$ cat src/rtl/conv_pkg.sv
// conv_pkg: default widths and kernel for the 3-tap convolution engine
package conv_pkg;
   localparam int DEF_DATA_W = 4;
   localparam int DEF_COEF_W = 4;
   localparam int DEF_RES_W  = 10;
   localparam int DEF_PROD_W = DEF_DATA_W + DEF_COEF_W;
   localparam int DEF_K0     = 1;
   localparam int DEF_K1     = 3;
   localparam int DEF_K2     = 1;
   // Narrowest result that holds three full-width products without wrapping
   function automatic int min_res_w(input int dw, input int cw);
      return dw + cw + 2;
   endfunction
endpackage

$ cat src/rtl/conv_window.sv
// conv_window: 3-sample shift window with fill counter and window-full strobe
module conv_window import conv_pkg::*; #(
   parameter int DATA_W = DEF_DATA_W
) (
   input  logic              clk,
   input  logic              rst,
   input  logic              flush,
   input  logic              in_valid,
   input  logic [DATA_W-1:0] data,
   output logic [DATA_W-1:0] d0,
   output logic [DATA_W-1:0] d1,
   output logic [DATA_W-1:0] d2,
   output logic              vW
);
   logic [DATA_W-1:0] d0_q, d1_q, d2_q, d0_d, d1_d, d2_d;
   logic [1:0]        fill_q, fill_d;
   logic              vw_q, vw_d, take;
   // Flush beats a simultaneous sample; fill saturates at 3
   always_comb begin
      take   = in_valid && !flush;
      fill_d = flush ? 2'd0 : (take && fill_q != 2'd3) ? fill_q + 2'd1 : fill_q;
      d0_d   = flush ? '0 : take ? data : d0_q;
      d1_d   = flush ? '0 : take ? d0_q : d1_q;
      d2_d   = flush ? '0 : take ? d1_q : d2_q;
      vw_d   = take && fill_d == 2'd3;
   end
   // Window state registers
   always_ff @(posedge clk) begin
      if (rst) begin
         d0_q   <= '0;
         d1_q   <= '0;
         d2_q   <= '0;
         fill_q <= 2'd0;
         vw_q   <= 1'b0;
      end else begin
         d0_q   <= d0_d;
         d1_q   <= d1_d;
         d2_q   <= d2_d;
         fill_q <= fill_d;
         vw_q   <= vw_d;
      end
   end
   assign d0 = d0_q;
   assign d1 = d1_q;
   assign d2 = d2_q;
   assign vW = vw_q;
endmodule

$ cat src/rtl/conv1d_3tap.sv
// conv1d_3tap: pipelined 3-tap unsigned convolution, window -> products -> sum
module conv1d_3tap import conv_pkg::*; #(
   parameter int DATA_W  = DEF_DATA_W,
   parameter int COEF_W  = DEF_COEF_W,
   parameter int RES_W   = DEF_RES_W,
   parameter int K0_INIT = DEF_K0,
   parameter int K1_INIT = DEF_K1,
   parameter int K2_INIT = DEF_K2
) (
   input  logic              clk,
   input  logic              rst,
   input  logic              in_valid,
   input  logic [DATA_W-1:0] data,
   input  logic              flush,
   input  logic              kernel_load,
   input  logic [COEF_W-1:0] kernel_0,
   input  logic [COEF_W-1:0] kernel_1,
   input  logic [COEF_W-1:0] kernel_2,
   output logic [RES_W-1:0]  result,
   output logic              out_valid
);
   localparam int PROD_W = DATA_W + COEF_W;
   if (RES_W < min_res_w(DATA_W, COEF_W)) begin : g_res_w_chk
      $error("conv1d_3tap: RES_W too narrow for DATA_W+COEF_W+2");
   end
   logic [DATA_W-1:0] d0, d1, d2;
   logic              vw;
   logic [COEF_W-1:0] k0_q, k1_q, k2_q, k0_d, k1_d, k2_d;
   logic [COEF_W-1:0] kw0_q, kw1_q, kw2_q;
   logic [PROD_W-1:0] p0_q, p1_q, p2_q, p0_d, p1_d, p2_d;
   logic              vp_q, ov_q;
   logic [RES_W-1:0]  res_q, res_d;
   conv_window #(.DATA_W(DATA_W)) u_window (
      .clk      (clk),
      .rst      (rst),
      .flush    (flush),
      .in_valid (in_valid),
      .data     (data),
      .d0       (d0),
      .d1       (d1),
      .d2       (d2),
      .vW       (vw)
   );
   // kw*_q is the kernel in force when the current window was shifted, so a sample
   // arriving together with kernel_load is still weighted by the old coefficients
   always_comb begin
      k0_d  = kernel_load ? kernel_0 : k0_q;
      k1_d  = kernel_load ? kernel_1 : k1_q;
      k2_d  = kernel_load ? kernel_2 : k2_q;
      p0_d  = PROD_W'(kw0_q) * PROD_W'(d0);
      p1_d  = PROD_W'(kw1_q) * PROD_W'(d1);
      p2_d  = PROD_W'(kw2_q) * PROD_W'(d2);
      res_d = vp_q ? RES_W'(p0_q) + RES_W'(p1_q) + RES_W'(p2_q) : res_q;
   end
   // Coefficients, product stage and sum stage; result holds between strobes
   always_ff @(posedge clk) begin
      if (rst) begin
         k0_q  <= COEF_W'(K0_INIT);
         k1_q  <= COEF_W'(K1_INIT);
         k2_q  <= COEF_W'(K2_INIT);
         kw0_q <= COEF_W'(K0_INIT);
         kw1_q <= COEF_W'(K1_INIT);
         kw2_q <= COEF_W'(K2_INIT);
         p0_q  <= '0;
         p1_q  <= '0;
         p2_q  <= '0;
         vp_q  <= 1'b0;
         res_q <= '0;
         ov_q  <= 1'b0;
      end else begin
         k0_q  <= k0_d;
         k1_q  <= k1_d;
         k2_q  <= k2_d;
         kw0_q <= k0_q;
         kw1_q <= k1_q;
         kw2_q <= k2_q;
         p0_q  <= p0_d;
         p1_q  <= p1_d;
         p2_q  <= p2_d;
         vp_q  <= vw;
         res_q <= res_d;
         ov_q  <= vp_q;
      end
   end
   assign result    = res_q;
   assign out_valid = ov_q;
endmodule

$ cat config.mk
export PLATFORM = sky130hd
export DESIGN_NAME = conv1d_3tap
export DESIGN_NICKNAME = d
export VERILOG_FILES = /design/src/rtl/conv_pkg.sv /design/src/rtl/conv_window.sv /design/src/rtl/conv1d_3tap.sv
export SDC_FILE = /design/constraint.sdc
export NUM_CORES = 1
export LEC_CHECK = 0
export ABC_AREA = 1
export BUFFER_PORTS_ARGS = -buffer_cell sky130_fd_sc_hd__clkbuf_2
export CAP_MARGIN = 20
export CORE_UTILIZATION = 65
export DETAILED_ROUTE_END_ITERATION = 10
export GPL_TIMING_DRIVEN = 0
export PLACE_DENSITY = 0.85
export SYNTH_ARGS = -nofsm -noshare
export SYNTH_HDL_FRONTEND = slang
export SYNTH_SLANG_ARGS = --single-unit
export TNS_END_PERCENT = 20
$ cat constraint.sdc
create_clock -name clk -period 4.4 [get_ports clk]
set_input_delay 0.66 -clock clk [delete_from_list [all_inputs] [get_ports clk]]
set_output_delay 0.66 -clock clk [all_outputs]
set_load 0.005 [all_outputs]
# Yosys cells after proc, flatten, opt, wreduce, memory -nomap -nowiden
# Index checks and enable logic that the tools add are counted.
[op_classes] add_sub_neg=3 mul=3 muxes=2 reduce_logical=5 eq_ne=2
[op_table] cell="multiplier 4 x 4 -> 8 bit" count=3
[op_table] cell="adder 9 x 8 -> 10 bit" count=1
[op_table] cell="adder 8 x 8 -> 9 bit" count=1
[op_table] cell="2-to-1 mux 2 bit" count=2
[op_table] cell="logical AND 1 bit" count=3
[op_table] cell="adder 2 x 1 -> 2 bit (second input constant)" count=1
[op_table] cell="equality test 2 bit (second input constant)" count=1
[op_table] cell="inequality test 2 bit (second input constant)" count=1
[op_table] cell="OR reduction 2 bit" count=1
[op_table] cell="zero test 1 bit" count=1
[totals] wordCells=32 ff_bits=75

# Longest topological paths before layout
# Gate-level depths: netlist of run 1.
[logic_depth] depth_word=7 ltp_mapped=15 mapped_depth_nobuf=15

# Hierarchy
# From an unflattened synthesis of run 1, not the netlist that was laid out.
[unflattened] hier_cells=531 hier_area_um2=4206.5
[modules_own_cells] module="conv1d_3tap" seq_area_each_um2=1201.2 area_per_inst_um2=3613.5 instances=1 cells_per_inst=460
[modules_own_cells] module="conv_window" seq_area_each_um2=300.3 area_per_inst_um2=593.1 instances=1 cells_per_inst=71

# Worst setup path after synthesis of run 1
# OpenSTA, ideal clock, no wires.
[synth_path] path_kind="reg2reg" startpoint="register u_window.d1_q[3] (netlist: u_window.d1[3])" endpoint="register p1_q[6]" path_stages_with_launch=11 arrival_time_ps=2400 path_buffers=0 slack_ps=1887 setup_time_ps=113 cell_sequence="dfxtp_1 -> nand2_1 -> fa_1 -> inv_1 -> fa_1 -> inv_1 -> fa_1 -> o21bai_1 -> a21oi_1 -> nor2_1 -> nor2_1"
[synth_between] elab_chain_cells=1
[synth_rtl] item="start, declared" line_no="conv_window.sv:15" text="logic [DATA_W-1:0] d0_q, d1_q, d2_q, d0_d, d1_d, d2_d;"
[synth_rtl] item="start signal, assigned" line_no="conv_window.sv:31" text="d1_q <= '0;"
[synth_rtl] item="start signal, assigned" line_no="conv_window.sv:37" text="d1_q <= d1_d;"
[synth_rtl] item="multiplier 4 x 4 -> 8 bit" line_no="conv1d_3tap.sv:51" text="p1_d = PROD_W'(kw1_q) * PROD_W'(d1);"
[synth_rtl] item="end signal, assigned" line_no="conv1d_3tap.sv:78" text="p1_q <= p1_d;"
[synth_rtl] item="end, declared" line_no="conv1d_3tap.sv:30" text="logic [PROD_W-1:0] p0_q, p1_q, p2_q, p0_d, p1_d, p2_d;"
# No other way between the ends.
# A chain may end at the register's enable or synchronous reset.

# Worst setup path in the final report of run 1
[layout_path] startpoint="register u_window.d2_q[3] (netlist: u_window.d2[3])" endpoint="register p2_q[6]"
[layout_between] elab_chain_cells=1
[layout_rtl] item="start, declared" line_no="conv_window.sv:15"
[layout_rtl] item="start signal, assigned" line_no="conv_window.sv:32" text="d2_q <= '0;"
[layout_rtl] item="start signal, assigned" line_no="conv_window.sv:38" text="d2_q <= d2_d;"
[layout_rtl] item="multiplier 4 x 4 -> 8 bit" line_no="conv1d_3tap.sv:52" text="p2_d = PROD_W'(kw2_q) * PROD_W'(d2);"
[layout_rtl] item="end signal, assigned" line_no="conv1d_3tap.sv:79" text="p2_q <= p2_d;"
[layout_rtl] item="end, declared" line_no="conv1d_3tap.sv:30"
# No other way between the ends.

==> results of run 1 <==
## critical path, delay by kind of cell, from the launching register on
family | cells | cell delay (ns)
DFF | 1 | 0.43
adders and majority gates | 3 | 1.56
and+or+nand+nor | 3 | 0.25
buffers and inverters | 1 | 0.06
AOI/OAI and AO/OA | 3 | 0.47
## flip-flops by register name, summed over array words and instances, names as in the netlist
name and cells:
result 10, k0_q 4, p0_q 8, p2_q 8
p1_q 8, k2_q 4, u_window.vW 1, kw0_q 4
u_window.d0 4, vp_q 1, out_valid 1, u_window.d1 4
kw1_q 4, u_window.fill_q 2, k1_q 4, kw2_q 4
u_window.d2 4
## stage by stage
stage	total power, mW	setup WS [ns]	cell area (µm²)
6_report	1.388	1.546	4607
3_5_place_dp	0.8234	1.621	4393
2_1_floorplan	0.7899	1.887	4154
5_1_grt	1.431	1.409	4607
4_1_cts	1.385	1.589	4607
3_3_place_gp	0.8180	1.705	4393
## Yosys cell counts (2+ instances only)
master / count / area share, %
sky130_fd_sc_hd__fa_1: 21 / 10
sky130_fd_sc_hd__dfxtp_1: 75 / 36
sky130_fd_sc_hd__nor2_1: 64 / 5.8
sky130_fd_sc_hd__o21ai_0: 38 / 4.6
sky130_fd_sc_hd__nand3b_1: 2 / 0.36
sky130_fd_sc_hd__buf_1: 2 / 0.18
sky130_fd_sc_hd__nand2_1: 96 / 8.7
sky130_fd_sc_hd__buf_4: 3 / 0.54
sky130_fd_sc_hd__nand3_1: 17 / 2.0
sky130_fd_sc_hd__nor3_1: 3 / 0.36
sky130_fd_sc_hd__buf_2: 6 / 0.72
sky130_fd_sc_hd__ha_1: 44 / 13
sky130_fd_sc_hd__o21a_1: 3 / 0.54
sky130_fd_sc_hd__a21oi_1: 42 / 5.1
sky130_fd_sc_hd__inv_1: 108 / 9.8
## power breakdown
part	internal, mW	switching [mW]
Clock	0.318	0.261
Combinational	0.0351	0.0581
Sequential	0.699	0.0166
Total	1.05	0.335
## worst paths after layout
path	start	endpoint	slack, ns	cells past startpoint
hold / removal	k2_q[0]$_SDFFE_PP1P_	kw2_q[0]$_SDFF_PP1_	0.42	2
setup / recovery	u_window.d2[3]$_SDFFE_PP0P_	p2_q[6]$_SDFF_PP0_	1.55	10
setup reg to reg	u_window.d2[3]$_SDFFE_PP0P_	p2_q[6]$_SDFF_PP0_	1.55	10
hold reg to reg	k2_q[0]$_SDFFE_PP1P_	kw2_q[0]$_SDFF_PP1_	0.42	2
## area by class of cell
class,instances,area (µm²)
buffer,12,71.32
clock buffer,9,123.9
clock inverter,6,90.09
fill,428,1419
inverter,109,409.1
multi-input combinational,338,2172
sequential,75,1501
tap,75,93.84
timing repair buffer,29,145.1
## cell families after synthesis
family	count (synthesis)	share of synthesized area, %
xor gates and xnor gates	1	0.2109
DFF	75	36.14
AOI/OAI and AO/OA	85	10.54
and+or+nand+nor	187	18.16
buffers and inverters	121	11.57
adders and majority gates	65	23.37
## per-layer routing
| layer | track usage [%] | wire length [µm] | vias to the layer above |
|---|---|---|---|
| met3 | 5.667 | 369 | 26 |
| met2 | 50.58 | 4343 | 87 |
| met5 | 0 | 0 | - |
| li1 | - | - | 1730 |
| met1 | 32.18 | 3614 | 1542 |
| met4 | 15.26 | 288 | 0 |
==> flow_metrics.tcl, run 1 <==
set metrics [dict create \
    final_layout_size_suffix_gt1_share_pct 10.03 \
    worstSetupEndpointType "register" \
    setup_viol 0 \
    global_route.usage.total_pct 28.60 \
    crit_type "register to register" \
    finalSetupTns_ns 0 \
    layout.cells.most_common "sky130_fd_sc_hd__inv_1" \
    fin_nets 660 \
    cts_resized 0 \
    critical_path.max_stage_delay_ns 0.55 \
    dpl_cells 638 \
    combined_area_of_all_synthesized_cells_um2 4154 \
    wire_per_inst_um 13.19 \
    cts_tree "done" \
    postLayoutCoreUtil_pct 76.45 \
    static-leakage-power_nw 2.584 \
    timing_max_transition_violations_final 0 \
    power.density_nw_per_um2 301.3 \
    cts_inserted_buffers 9 \
    postRouteWirelength_mm 8.614 \
    grt.overflow.total 0 \
    cts_htree_levels 3 \
    ys_warn_count 0 \
    cts_sinks 75 \
    cp_data_required_time_ns 4.66 \
    cap_violations 0 \
    initial_core_util_pct 68.94 \
    vdd.ir_drop.worst_mv 0.2637 \
    synth-edff-count 0 \
    worst_slew_margin_rel_pct 57.16 \
    syn-num-nets 620 \
    die_area_um2 6714 \
    dp_hpwl_mm 6.419 \
    yosysUniqueCellTypes 25 \
    fin_crit_sh_pct 64.86 \
    worst-slew-pin-transition_ns 0.6426 \
    rsz0062_at_grt "no" \
    grt_pass1_wl_mm 13.95 \
    firstDrtPassIters 4 \
    timing.final.crit_period_ns 2.854 \
    synthesis.area_per_instance_um2 7.779 \
    initial_antenna_violation_count 0 \
    core_area_um2 6026 \
    fin_cells 653 \
    die_height_um 81.94 \
    critPathSlowestCell "sky130_fd_sc_hd__fa_1" \
    ys_dominant_reg_cell "sky130_fd_sc_hd__dfxtp_1" \
    finalWeightedCongestion 0.9018 \
    remaining_drc_errors 0 \
    largest_net_degree_at_the_start_of_global_routing 14 \
    num_vias 3385 \
    crit_fanout 5 \
    cts_root_buf "sky130_fd_sc_hd__clkbuf_8" \
    die_w_um 81.94 \
    worstPathCellList "nand2_1 > fa_1 > inv_1 > fa_1 > fa_1 > nand2_1 > nand2_1 > a21oi_1 > o21ai_0 > a21oi_1" \
    io_buffer_count 29 \
    synth_seq_area_share_pct 36.14 \
    holdBufCountCts 0 \
    synthToLayoutAreaGrowth_pct 10.90 \
    worst_setup_hold_path_clk_slew_ns 0.08 \
    hold_viol_final 0 \
    first_global_vias 3195 \
    antenna_diodes 0 \
    leading_cell_types_in_the_layout_fill_and_taps_excluded "sky130_fd_sc_hd__inv_1 (108), sky130_fd_sc_hd__nand2_1 (96), sky130_fd_sc_hd__dfxtp_1 (75), sky130_fd_sc_hd__nor2_1 (64), sky130_fd_sc_hd__ha_1 (44)" \
    fin_skew_ns 0.009397 \
    ys_ff_latch 75 \
    initialDrtViolationCount 171 \
    outcome "finished clean" \
    syn-instance-count 534 \
    route.antenna.remaining_nets 0 \
    design.portCount 32 \
    fmax_mhz 350.4 \
    max-clock-path-buffers 2 \
    ys_async_sr_fraction_pct 0 \
    postCtsSetupBuffers 0 \
    worst_ep_arrival_time_ns 3.12 \
    worst_setup_path_start_kind "register" \
    via_per_inst 5.184 \
    rows 28 \
    clk-insertion-delay-late_ns 0.35 \
    hold_slack_ns 0.4241 \
    type_of_the_worst_min_delay_path "register to register" \
]
(Power assumes the default switching activity.)
==> run 2, diff against run 1 <==
--- a/config.mk
+++ b/config.mk
@@ -8,10 +8,10 @@
 export ABC_AREA = 1
 export BUFFER_PORTS_ARGS = -buffer_cell sky130_fd_sc_hd__clkbuf_2
 export CAP_MARGIN = 20
-export CORE_UTILIZATION = 65
+export CORE_UTILIZATION = 54
 export DETAILED_ROUTE_END_ITERATION = 10
 export GPL_TIMING_DRIVEN = 0
-export PLACE_DENSITY = 0.85
+export PLACE_DENSITY = 0.76
 export SYNTH_ARGS = -nofsm -noshare
 export SYNTH_HDL_FRONTEND = slang
 export SYNTH_SLANG_ARGS = --single-unit
==> constraint.sdc (replaced) <==
create_clock -name clk -period 2.4 [get_ports clk]
set_input_delay 0.36 -clock clk [delete_from_list [all_inputs] [get_ports clk]]
set_output_delay 0.36 -clock clk [all_outputs]
set_load 0.005 [all_outputs]
==> run 2 against run 1 <==
  * Flip-flop and latch count did not move
  * Register-to-register slack got worse by 1.6 ns
  * Via count is 1.2% higher
  * Sequential power increased by 83%
  * Highest routed layer unchanged
  * Critical endpoint is now p0_q[6]$_SDFF_PP0_
  * The flow now finishes with violations (setup timing)
  * Clock-buffer cell count did not move
  * Die area increased by 20%
  * Sequential share of layout area fell by 1.0 points
  * Non-clock buffer count up 10
  * Critical path type unchanged
  * Power up 82%
==> flow_metrics.tcl, run 2 (synthesis results as in run 1) <==
set metrics [dict create \
    setup_viol 3 \
    synthToLayoutAreaGrowth_pct 17.26 \
    worst_setup_path_start_kind "register" \
    design.portCount 32 \
    dp_hpwl_mm 6.475 \
    finalWeightedCongestion 0.8708 \
    layout.cells.most_common "sky130_fd_sc_hd__inv_1" \
    initial_core_util_pct 56.66 \
    route.antenna.remaining_nets 0 \
    timing.reg2reg.setup_slack_ns -0.07 \
    worstSetupEndpointType "register" \
    worstPathCellList "nand2_4 > fa_1 > inv_2 > fa_2 > fa_2 > nand2_1 > nand2_1 > a21oi_2 > o21ai_0 > a21oi_1" \
    final.fill_count 587 \
    grt.overflow.total 0 \
    cts_inserted_buffers 9 \
    type_of_the_worst_min_delay_path "primary input to register" \
    initialDrtViolationCount 127 \
    flip_flop_count_of_the_largest_register_after_layout 10 \
    crit_fanout 6 \
    layout.area.seq_um2 1539 \
    hold_viol_final 0 \
    terminating_pin_of_the_worst_hold_path "k0_q[0]$_SDFFE_PP1P_" \
    max-clock-path-buffers 2 \
    r2r_cells 10 \
    antenna_diodes 0 \
    critPathSlowestCell "sky130_fd_sc_hd__fa_1" \
    first_global_vias 3411 \
    post_route_worst_setup_slack_ns -0.06647 \
    postRouteWirelength_mm 8.986 \
    fin_area_um2 4871 \
    worst-slew-pin-transition_ns 0.5525 \
    multi_input_comb_area_um2 2303 \
    final_layout_size_suffix_gt1_share_pct 18.74 \
    cts_root_buf "sky130_fd_sc_hd__clkbuf_8" \
    cts_sinks 75 \
    die_area_um2 8047 \
    fmax_mhz 405.4 \
    grt_pass1_wl_mm 15.05 \
    hold_path_depth 3 \
    cp_data_required_time_ns 2.68 \
    timing_max_transition_violations_final 0 \
    via_per_inst 4.991 \
    critical_path.max_stage_delay_ns 0.54 \
    holdBufCountCts 0 \
    dpl_cells 662 \
    cap_violations 0 \
    vdd.ir_drop.worst_mv 0.3963 \
    rsz0062_at_grt "yes" \
    worst_hold_startpoint "kernel_0[0]" \
    timing.final.crit_period_ns 2.466 \
    critical_path.reg2reg.startpoint "u_window.d0[2]$_SDFFE_PP0P_" \
    dpl-instance-area_um2 4431 \
    worst_setup_hold_path_clk_slew_ns 0.07 \
    static-leakage-power_nw 2.651 \
    outcome "complete, but fails checks" \
    wire_per_inst_um 13.10 \
    fin_crit_sh_pct 102.8 \
    cp_top_family "adder cells" \
    rows 31 \
    num_vias 3424 \
    cts_htree_levels 3 \
    io_buffer_count 29 \
    fin_cells 686 \
    largest_net_degree_at_the_start_of_global_routing 13 \
    core_area_um2 7331 \
    die_height_um 89.71 \
    global_route.usage.total_pct 23.92 \
    r2r_end "p0_q[6]$_SDFF_PP0_" \
    power.density_nw_per_um2 520.0 \
    initial_antenna_violation_count 0 \
    remaining_drc_errors 0 \
    fin_nets 670 \
    leading_cell_types_in_the_layout_fill_and_taps_excluded "sky130_fd_sc_hd__inv_1 (106), sky130_fd_sc_hd__nand2_1 (88), sky130_fd_sc_hd__nor2_1 (62), sky130_fd_sc_hd__dfxtp_1 (59), sky130_fd_sc_hd__ha_1 (40)" \
    worst_ep_arrival_time_ns 2.75 \
    timing.critical_path.buf_inv 1 \
    worst_slew_margin_rel_pct 63.17 \
    firstDrtPassIters 5 \
    die_w_um 89.71 \
    failed_checks "setup timing" \
    crit_type "register to register" \
    clk-insertion-delay-late_ns 0.35 \
    fin_skew_ns 0.006671 \
    cts_tree "done" \
]
-- run 2: changes by cell type in the layout (fill, tap and decap cells not counted), moves of 6 or more --
cell                      previous run  this run
sky130_fd_sc_hd__nand2_2             0         6
sky130_fd_sc_hd__buf_4               3        13
sky130_fd_sc_hd__nand2_1            96        88
sky130_fd_sc_hd__dfxtp_4             0         7
sky130_fd_sc_hd__dfxtp_1            75        59
sky130_fd_sc_hd__dfxtp_2             0         9
-- run 2: report_power, final --
part	internal [mW]	leakage (nW)	total [mW]	switching (mW)
clock	0.572	0.0972	1.04	0.465
combinational	0.0745	1.94	0.189	0.115
sequential	1.28	0.617	1.31	0.0283
-- run 2: final cells by class --
cell class                      count  area share, %
Multi-Input combinational cell    338          47.29
Sequential cell                    75          31.60
Inverter                          109          8.400
Timing Repair Buffer               39          4.521
Clock buffer                        9          2.543
Tap cell                           99          2.543
Clock inverter                      5          1.644
Buffer                             12          1.464
-- run 2: worst max-delay path by stage --
stage	depth (start not counted)	end	slack, ns	from
2_1_floorplan	10	p1_q[6]$_SDFF_PP0_	-0.04	kw1_q[0]$_SDFF_PP1_
3_3_place_gp	11	p1_q[6]$_SDFF_PP0_	-0.23	u_window.d1[1]$_SDFFE_PP0P_
3_5_place_dp	11	p1_q[6]$_SDFF_PP0_	-0.27	u_window.d1[1]$_SDFFE_PP0P_
4_1_cts	11	p1_q[6]$_SDFF_PP0_	-0.07	kw1_q[1]$_SDFF_PP1_
5_1_grt	10	p0_q[6]$_SDFF_PP0_	-0.18	u_window.d0[2]$_SDFFE_PP0P_
6_report	10	p0_q[6]$_SDFF_PP0_	-0.07	u_window.d0[2]$_SDFFE_PP0P_
-- run 2: metrics by stage --
step                hold WS, ns   TNS, ns  setup WS [ns]  util, %  power, mW
floorplan                0.3883  -0.07276       -0.03811        -      1.448
global placement         0.3981    -1.066        -0.2283    60.44      1.503
detailed placement       0.3990    -1.551        -0.2704    60.44      1.511
CTS                      0.2130   -0.1759       -0.07220    64.69      2.540
global route             0.2380   -0.9646        -0.1849    66.44      2.642
finish                   0.2209   -0.1532       -0.06647    66.44      2.533
-- run 2: timing repair --
action | in CTS | in global routing
gates resized for setup | 28 | 28
hold endpoints to repair | 0 | 0
cloned | 0 | 0
buffers inserted | 7 | 3
endpoints found under the setup margin | 14 | 10
pin swaps | 10 | 10
-- run 2: worst reg2reg max path, cell delays in order, from the launching register on --
cell,delay (ns)
sky130_fd_sc_hd__dfxtp_4,0.39
sky130_fd_sc_hd__nand2_4,0.05
sky130_fd_sc_hd__fa_1,0.54
sky130_fd_sc_hd__inv_2,0.04
sky130_fd_sc_hd__fa_2,0.51
sky130_fd_sc_hd__fa_2,0.38
sky130_fd_sc_hd__nand2_1,0.08
sky130_fd_sc_hd__nand2_1,0.06
sky130_fd_sc_hd__a21oi_2,0.13
sky130_fd_sc_hd__o21ai_0,0.08
sky130_fd_sc_hd__a21oi_1,0.13
-- run 2: layer usage --
metal	vias up	share of wire, %	GRT usage, %
li1	1749	-	-
met1	1574	42	25.90
met2	74	51	41.86
met3	27	3.8	5.245
met4	0	3.7	15.98
met5	-	0	0
==> run 3, diff against run 2 <==
--- a/config.mk
+++ b/config.mk
@@ -14,5 +14,6 @@
 export PLACE_DENSITY = 0.76
 export SYNTH_ARGS = -nofsm -noshare
 export SYNTH_HDL_FRONTEND = slang
+export SYNTH_HIERARCHICAL = 1
 export SYNTH_SLANG_ARGS = --single-unit
 export TNS_END_PERCENT = 20
==> run 3 against run 2 <==
  * The flow still finishes with violations (setup timing)
  * Critical path depth unchanged
  * Sequential power about the same
  * Sequential share of layout area down 0.83 points
  * Die area up 1.2%
  * Critical endpoint is now p2_q[6]$_SDFF_PP0_
  * Global-route usage up 0.91 points
  * Flip-flop and latch count unchanged
  * Via count up 2.2%
  * Core utilization up 1.3 points
  * Clock power up 9%
  * Worst hold slack worse by 0.019 ns
  * Highest routed layer unchanged
==> flow_metrics.tcl, run 3 <==
set metrics [dict create \
    fin_crit_sh_pct 105.0 \
    syn-instance-count 531 \
    finalWeightedCongestion 0.8034 \
    static-leakage-power_nw 2.774 \
    worstSetupEndpointType "register" \
    synth.cells.most_frequent "sky130_fd_sc_hd__inv_1 (106), sky130_fd_sc_hd__nand2_1 (91), sky130_fd_sc_hd__dfxtp_1 (75)" \
    die_height_um 90.26 \
    design.portCount 32 \
    synthToLayoutAreaGrowth_pct 19.30 \
    failed_checks "setup timing" \
    yosysUniqueCellTypes 24 \
    dpl-instance-area_um2 4492 \
    first_global_vias 3473 \
    die_w_um 90.26 \
    initial_antenna_violation_count 0 \
    layout.cells.most_common "sky130_fd_sc_hd__inv_1" \
    final_layout_size_suffix_gt1_share_pct 23.58 \
    largest_net_degree_at_the_start_of_global_routing 15 \
    netlist_top_cells_area "sky130_fd_sc_hd__dfxtp_1 (36%), sky130_fd_sc_hd__ha_1 (13%), sky130_fd_sc_hd__fa_1 (10%), sky130_fd_sc_hd__inv_1 (9.5%), sky130_fd_sc_hd__nand2_1 (8.1%)" \
    cts_htree_levels 3 \
    ys_async_sr_fraction_pct 0 \
    synth_largest_area_cell "sky130_fd_sc_hd__dfxtp_1" \
    holdBufCountCts 0 \
    cts_inserted_buffers 9 \
    power.density_nw_per_um2 534.3 \
    vdd.ir_drop.worst_mv 0.3641 \
    crit_fanout 2 \
    synth-edff-count 0 \
    post_route_worst_setup_slack_ns -0.1188 \
    wire_per_inst_um 13.81 \
    rows 31 \
    antenna_diodes 0 \
    timing_max_transition_violations_final 0 \
    initialDrtViolationCount 180 \
    netlist.area_leader.share_pct 35.69 \
    dp_hpwl_mm 6.508 \
    syn-num-nets 617 \
    firstDrtPassIters 4 \
    rsz0062_at_grt "yes" \
    timing.final.crit_period_ns 2.519 \
    worst_setup_path_start_kind "register" \
    cts_root_buf "sky130_fd_sc_hd__clkbuf_8" \
    synthesis.area_per_instance_um2 7.922 \
    grt_pass1_wl_mm 15.77 \
    crit_type "register to register" \
    io_buffer_count 30 \
    initial_core_util_pct 56.78 \
    hold_viol_final 0 \
    design_power_total_mw 2.681 \
    type_of_the_worst_min_delay_path "primary input to register" \
    global_route.usage.total_pct 24.83 \
    remaining_drc_errors 0 \
    core_area_um2 7408 \
    flip_flop_count_of_the_largest_register_after_layout 10 \
    final.fill_count 598 \
    fmax_mhz 397.0 \
    worst-slew-pin-transition_ns 0.3223 \
    route.antenna.remaining_nets 0 \
    grt.overflow.total 0 \
    fin_nets 679 \
    ys_ff_latch 75 \
    cp_data_required_time_ns 2.65 \
    num_vias 3499 \
    via_per_inst 5.020 \
    worst_slew_margin_rel_pct 78.48 \
    max-clock-path-buffers 2 \
    worst_ep_arrival_time_ns 2.76 \
    die_area_um2 8147 \
    cts_sinks 75 \
    cap_violations 0 \
    multi_input_comb_area_um2 2311 \
    worst_setup_hold_path_clk_slew_ns 0.09 \
    fin_area_um2 5019 \
    ys_dominant_reg_cell "sky130_fd_sc_hd__dfxtp_1" \
    outcome "complete, but fails checks" \
    combined_area_of_all_synthesized_cells_um2 4207 \
    clk-insertion-delay-late_ns 0.37 \
    fin_skew_ns 0.01429 \
    leading_cell_types_in_the_layout_fill_and_taps_excluded "sky130_fd_sc_hd__inv_1 (106), sky130_fd_sc_hd__nand2_1 (86), sky130_fd_sc_hd__nor2_1 (57), sky130_fd_sc_hd__dfxtp_1 (57), sky130_fd_sc_hd__ha_1 (39)" \
    layout.area.seq_um2 1544 \
    postRouteWirelength_mm 9.628 \
    cts_tree "done" \
    count_leader_synth "sky130_fd_sc_hd__inv_1" \
    setup_viol 9 \
    ys_warn_count 6 \
    synth_seq_area_share_pct 35.69 \
]
run 3: routing by layer:
metal | share of wire (%) | vias to the layer above | wire [µm] | track usage [%]
met5 | 0 | - | 0 | 0
met2 | 51 | 96 | 4914 | 44.02
li1 | - | 1780 | - | -
met4 | 4.2 | 0 | 401 | 12.23
met1 | 40 | 1589 | 3883 | 28.43
met3 | 4.5 | 34 | 429 | 4.966
run 3: what timing repair did:
item	in CTS	in global routing
pin swaps	16	10
endpoints found under the setup margin	14	12
resized for setup	36	18
buffers inserted	19	2
run 3: critical path, stage by stage, from the launching register on:
cell,delay (ns)
sky130_fd_sc_hd__dfxtp_2,0.35
sky130_fd_sc_hd__nand2_2,0.06
sky130_fd_sc_hd__fa_1,0.53
sky130_fd_sc_hd__inv_1,0.06
sky130_fd_sc_hd__fa_1,0.49
sky130_fd_sc_hd__fa_2,0.37
sky130_fd_sc_hd__nand2_1,0.09
sky130_fd_sc_hd__nand2_2,0.09
sky130_fd_sc_hd__a21oi_4,0.16
sky130_fd_sc_hd__buf_4,0.14
sky130_fd_sc_hd__a21oi_2,0.05
run 3: where the power goes:
group          switching, mW  internal [mW]  total (mW)
logic                  0.142         0.0995       0.241
clock network          0.503          0.624        1.13
registers             0.0290           1.28        1.31
total                  0.674           2.01        2.68
run 3: final timing paths:
path,slack [ns],endpoint,start,cells past startpoint
setup reg to reg,-0.12,p2_q[6]$_SDFF_PP0_,kw2_q[2]$_SDFF_PP0_,10
hold reg to reg,0.42,kw2_q[0]$_SDFF_PP1_,k2_q[0]$_SDFFE_PP1P_,2
hold / removal,0.20,u_window/fill_q[1]$_SDFF_PP0_,rst,2
setup / recovery,-0.12,p2_q[6]$_SDFF_PP0_,kw2_q[2]$_SDFF_PP0_,10
run 3: logic make-up (layout without fill, tap and decap cells):
kind of cell	count (synthesis)	count (layout)	synth area share, %
flops	75	75	35.69
buf+inv	122	189	11.87
fa+ha+maj	65	65	23.08
xor+xnor	2	2	0.4165
compound gates	90	90	11.90
simple gates	177	177	17.04
run 3: metrics by stage:
stage	instances	setup slack, ns	hold WS (ns)	setup TNS, ns	utilization [%]
global placement	660	-0.2653	0.3978	-0.8729	60.63
detailed placement	660	-0.2837	0.3990	-1.449	60.63
finish	697	-0.1188	0.2019	-0.5272	67.74
global route	697	-0.1859	0.2090	-1.348	67.74
CTS	695	-0.1027	0.1948	-0.4560	66.90
floorplan	531	-0.03937	0.3882	-0.07109	-
run 3: layout make-up:
type / count / share of cell area [%]
multi-input combinational: 334 / 46.05
inverter: 109 / 8.153
clock buffer: 10 / 2.742
sequential: 75 / 30.77
buffer: 13 / 1.795
clock inverter: 6 / 1.895
timing repair buffer: 51 / 6.133
tap: 99 / 2.468
